## src/rtl/uc_multicycle.sv

```systemverilog
// Multicycle control unit: FETCH/DECODE/EXEC sequencing with a bounded
// return stack and a data-memory handshake that faults on timeout.
module uc_multicycle #(
    parameter int STACK_DEPTH = 8,
    parameter int SPW         = $clog2(STACK_DEPTH + 1),
    parameter int ALUW        = 3,
    parameter int MEM_TIMEOUT = 15
) (
    input  logic            clk,
    input  logic            reset,
    input  logic [5:0]      opcode,
    input  logic            z,
    input  logic            mem_ready,
    output logic            s_inc,
    output logic            s_inm,
    output logic            s_pila,
    output logic            s_data,
    output logic            we3,
    output logic            wez,
    output logic            we4,
    output logic            push,
    output logic            pop,
    output logic [ALUW-1:0] op_alu,
    output logic            ir_we,
    output logic            pc_we,
    output logic            mem_req,
    output logic [SPW-1:0]  sp,
    output logic            fault,
    output logic            busy
);

    typedef enum logic [2:0] {
        START,
        FETCH,
        DECODE,
        EXEC,
        MEM,
        FAULT
    } state_t;

    state_t     state;
    state_t     state_next;
    logic [7:0] wait_cnt;

    logic is_arith, is_ext, is_legal;
    logic is_ldi, is_jmp, is_jz, is_jnz, is_push, is_pop, is_lw, is_sw;
    logic stack_full, stack_empty;

    assign is_arith = ~opcode[5];
    assign is_ext   = (opcode[5:3] == 3'b100);
    assign is_legal = is_arith | is_ext;
    assign is_ldi   = is_ext && (opcode[2:0] == 3'd0);
    assign is_jmp   = is_ext && (opcode[2:0] == 3'd1);
    assign is_jz    = is_ext && (opcode[2:0] == 3'd2);
    assign is_jnz   = is_ext && (opcode[2:0] == 3'd3);
    assign is_push  = is_ext && (opcode[2:0] == 3'd4);
    assign is_pop   = is_ext && (opcode[2:0] == 3'd5);
    assign is_lw    = is_ext && (opcode[2:0] == 3'd6);
    assign is_sw    = is_ext && (opcode[2:0] == 3'd7);

    assign stack_full  = (sp == SPW'(STACK_DEPTH));
    assign stack_empty = (sp == '0);

    assign fault = (state == FAULT);
    assign busy  = (state != START) && (state != FAULT);

    always_ff @(posedge clk or negedge reset) begin
        if (!reset) begin
            state <= START;
        end else begin
            state <= state_next;
        end
    end

    // Stack pointer only moves on the EXEC cycle; DECODE has already
    // diverted overflow/underflow to FAULT, the guards just forbid wrapping.
    always_ff @(posedge clk or negedge reset) begin
        if (!reset) begin
            sp <= '0;
        end else if (push && !stack_full) begin
            sp <= sp + SPW'(1);
        end else if (pop && !stack_empty) begin
            sp <= sp - SPW'(1);
        end
    end

    // Wait counter is held at zero outside MEM, so it starts clean on entry.
    always_ff @(posedge clk or negedge reset) begin
        if (!reset) begin
            wait_cnt <= '0;
        end else if (state != MEM) begin
            wait_cnt <= '0;
        end else if (!mem_ready && (wait_cnt != 8'hFF)) begin
            wait_cnt <= wait_cnt + 8'd1;
        end
    end

    always_comb begin
        state_next = state;
        s_inc      = 1'b0;
        s_inm      = 1'b0;
        s_pila     = 1'b0;
        s_data     = 1'b0;
        we3        = 1'b0;
        wez        = 1'b0;
        we4        = 1'b0;
        push       = 1'b0;
        pop        = 1'b0;
        op_alu     = '0;
        ir_we      = 1'b0;
        pc_we      = 1'b0;
        mem_req    = 1'b0;

        case (state)
            START: begin
                state_next = FETCH;
            end
            FETCH: begin
                ir_we      = 1'b1;
                state_next = DECODE;
            end
            DECODE: begin
                if (!is_legal) begin
                    state_next = FAULT;
                end else if (is_lw || is_sw) begin
                    state_next = MEM;
                end else if ((is_push && stack_full) || (is_pop && stack_empty)) begin
                    state_next = FAULT;
                end else begin
                    state_next = EXEC;
                end
            end
            EXEC: begin
                pc_we      = 1'b1;
                state_next = FETCH;
                if (is_arith) begin
                    op_alu = opcode[1+ALUW:2];
                    we3    = 1'b1;
                    wez    = 1'b1;
                    s_inc  = 1'b1;
                end else if (is_ldi) begin
                    s_inm = 1'b1;
                    we3   = 1'b1;
                    s_inc = 1'b1;
                end else if (is_jz) begin
                    s_inc = ~z;
                end else if (is_jnz) begin
                    s_inc = z;
                end else if (is_push) begin
                    push  = 1'b1;
                    s_inc = 1'b1;
                end else if (is_pop) begin
                    pop    = 1'b1;
                    s_pila = 1'b1;
                end
            end
            MEM: begin
                mem_req = 1'b1;
                s_data  = 1'b1;
                s_inm   = 1'b1;
                // Completion is checked first so a late mem_ready beats the timeout.
                if (mem_ready) begin
                    we3        = is_lw;
                    we4        = is_sw;
                    pc_we      = 1'b1;
                    s_inc      = 1'b1;
                    state_next = FETCH;
                end else if (wait_cnt == 8'(MEM_TIMEOUT)) begin
                    state_next = FAULT;
                end
            end
            FAULT: begin
                state_next = FAULT;
            end
            default: begin
                state_next = START;
            end
        endcase
    end

endmodule

```

## config.mk

```make
export PLATFORM = sky130hd
export DESIGN_NAME = uc_multicycle
export DESIGN_NICKNAME = d
export VERILOG_FILES = /design/src/rtl/uc_multicycle.sv
export SDC_FILE = /design/constraint.sdc
export NUM_CORES = 1
export LEC_CHECK = 0
export ABC_AREA = 1
export CAP_MARGIN = 20
export CORE_MARGIN = 5
export CORE_UTILIZATION = 52
export DETAILED_ROUTE_END_ITERATION = 8
export PLACE_DENSITY = 0.94
export SYNTH_ARGS = -nofsm -noshare
export SYNTH_HDL_FRONTEND = slang
export SYNTH_SLANG_ARGS = --single-unit
```

## constraint.sdc

```tcl
create_clock -name clk -period 4 [get_ports clk]
set_input_delay 0.6 -clock clk [delete_from_list [all_inputs] [get_ports clk]]
set_output_delay 0.6 -clock clk [all_outputs]
set_load 0.05 [all_outputs]
```

==> out/results.tsv <==
stage	metric	value	unit
outcome	status	finished clean	
route	drt drc	0	
placement	Setup WS pre-CTS	0.777	ns
logic_synthesis	top_reg_cell synth	dfrtp_1	
cells_and_area	layout cells sized above 1	9.09	%
grt	pin count of the biggest net entering global routing	16	
cells_and_area	Final nets	224	
cells_and_area	non-filler cells, final	237	
clocking	CTS root buf	clkbuf_4	
grt	GRT overflow	0	
grt	GRT Resource Usage Total	18.2	%
clocking	Hold-fix buffers, CTS	0	
timing	Final WS setup	0.771	ns
critical_path	critical path's largest stage delay	0.79	ns
timing	final setup violation count	0	
clocking	# clock sinks	15	
timing	Slew Limit Fails	0	
critical_path	FF-to-FF Start	state[0]	
floorplan	I/O pins	31	
route	Total Routed Length	2790	um
logic_synthesis	most common cell in the netlist	nand2_1	
critical_path	FF-to-FF path depth	11	
critical_path	crit-path max FO	6	
floorplan	Starting Density	54.5	%
logic_synthesis	Synth Register Bits	15	
logic_synthesis	Post-synth EDFFs	0	
floorplan	row cnt	17	
critical_path	arrival time worst endpoint	2.63	ns
route	Routed WL per cell	11.8	um
cells_and_area	FF/Latch Area	375	um^2
cells_and_area	# fillers	200	
timing	Period minus WS final	3.23	ns
floorplan	total core area	0.00221	mm^2
clocking	H-Tree Depth	1	
grt	first-pass GRT wire length	4810	um
job	max cap viols	0	
logic_synthesis	Synth top cells by count	nand2_1, inv_1, nand3_1	
logic_synthesis	post-synth top area share	31.1	%
clocking	clk_lat worst skew	0.29	ns
clocking	CTS tree	built	
cells_and_area	n_diodes	0	
logic_synthesis	Async SR Flop Fraction	100	%
pwr	PwrDens	567	mW/mm^2
timing	max_slew headroom	55.8	%
critical_path	reg2reg end	sp[3]	
critical_path	CP max stage cell	clkdlybuf4s50_1	
pwr	P_leak	0.778	nW
timing	clk_skew	0.00246	ns
logic_synthesis	syn_nets	192	
logic_synthesis	Mapped Avg Cell Area	6.78	um^2
clocking	Post-CTS Setup Repair Bufs	0	
critical_path	R2R Setup Slk	1.93	ns
clocking	CTS clk-pin slew, worst paths	0.09	ns
grt	vias in the first global route	1148	
timing	Fin. Hold Viols	0	
timing	measured slew at the worst slew-check pin	0.661	ns
logic_synthesis	Synth area leaders	dfrtp_1, nand2_1, nand3_1	
placement	Port-buffer cells	30	
grt	initial antenna violation count	0	
clocking	post-cts repair resize count	0	
placement	routability congestion estimate	0.849	
logic_synthesis	Post-Synthesis Cell Area	0.00121	mm^2
critical_path	critical path endpoint	s_inc	
route	Final ANT Viol Nets	0	
timing	Max Fclk	310	MHz
critical_path	Worst Setup End Kind	primary output	
placement	dpl hpwl	2230	um
critical_path	crit-path cells	clkdlybuf4s50_1, nand2_2, nor2_1, nand3_1, nand3_1, nand2_1, inv_1, clkdlybuf4s50_1	
critical_path	worst setup path startpoint	opcode[5]	
route	drt first pass iters	4	
clocking	Max clock buf depth	2	
floorplan	chip width	58.2	um
route	Via density	5.20	
logic_synthesis	area leader, netlist	dfrtp_1	
cells_and_area	P&R area growth vs syn	28.1	%
clocking	Num CTS Buffers	3	
critical_path	worst setup path class	in -> out	
logic_synthesis	post-synthesis sequential area ratio	31.1	%
timing	RSZ-0062 raised after global routing	no	
placement	cell count after placement	233	
critical_path	critical path required time	3.40	ns
pwr	Max VDD drop	0.000521	V
route	via count	1233	
logic_synthesis	Netlist cell types	25	
logic_synthesis	Ys Warns	0	
logic_synthesis	Syn Inst Count	178	
min_path	Hold Crit Class	reg -> reg	
floorplan	Die Y	58.2	um
cells_and_area	footprint of the multi-input gates	697	um^2
timing	Setup TNS Final	0	ns
timing	post-route clock period utilization	80.7	%
floorplan	die area	0.00338	mm^2
critical_path	Critical Path Start Type	primary input	
route	number of DRC markers in iteration 0	31	
-- layout make-up --
cell class                      instances  area share, %
Clock buffer                            4           1.70
Inverter                               29           7.21
Multi-Input combinational cell        131           45.1
Sequential cell                        15           24.3
Tap cell                               28           2.27
Timing Repair Buffer                   30           19.4
-- kinds of logic (layout without fill, tap and decap cells) --
kind of cell	Yosys count	in the layout	share of synthesized area (%)
compound gates	19	19	8.61
xor+xnor	5	5	3.63
fa+ha+maj	4	4	4.77
buf+inv	32	63	11.1
flops	15	15	31.1
simple gates	103	103	40.8
-- worst min path at each step --
stage / start / endpoint / slack [ns] / cells after the start
floorplan: reset / sp[0] / 0.30 / 0
global placement: wait_cnt[0] / wait_cnt[0] / 0.50 / 1
detailed placement: wait_cnt[0] / wait_cnt[0] / 0.51 / 1
CTS: wait_cnt[0] / wait_cnt[0] / 0.52 / 1
global route: wait_cnt[0] / wait_cnt[0] / 0.56 / 1
finish: wait_cnt[0] / wait_cnt[0] / 0.52 / 1
-- state kept, by name, summed over array words and instances, names as in the netlist --
signal    count
wait_cnt      8
sp            4
state         3
-- metrics by stage --
stage	total power [mW]	util (%)	area, um^2	hold slack, ns
6_report	0.876	69.9	1550	0.521
5_1_grt	0.939	69.9	1550	0.558
4_1_cts	0.883	69.9	1550	0.521
3_5_place_dp	0.792	68.7	1520	0.510
3_3_place_gp	0.781	68.7	1520	0.497
2_1_floorplan	0.625	-	1210	0.304
-- worst max-delay path, delay by kind of cell --
| kind | cells | cell delay [ns] |
|---|---|---|
| buffers and inverters | 3 | 1.40 |
| and+or+nand+nor | 5 | 0.63 |
-- cells in the final DEF, fill, tap and decap left out, drive strengths merged --
cell / Yosys / layout
dfrtp: 15 / 15
nor2: 24 / 24
o221ai: 1 / 1
ha: 3 / 3
o21ai: 8 / 8
clkdlybuf4s50: 0 / 30
nand4: 2 / 2
clkbuf: 0 / 4
nor3: 5 / 5
o211ai: 1 / 1
a21oi: 8 / 8
fa: 1 / 1
xor2: 5 / 5
o21a: 1 / 1
nand2: 46 / 46
nand3: 26 / 26
inv: 29 / 29
-- power by group --
part,internal [mW],total (mW),switching (mW)
Combinational,0.178,0.554,0.377
Sequential,0.186,0.232,0.0458
Clock,0.0389,0.0896,0.0508
-- per-layer routing --
layer  vias to the layer above  routed length [um]  GRT usage (%)  part of all wire (%)
met5                         -                   0              0                     0
met4                         0                  42           4.97                   1.5
met3                         4                 114           5.12                   4.1
met2                        22                1370           30.6                    49
met1                       571                1260           22.7                    45
li1                        636                   -              -                     -
Power figures use the tool's default switching activity.
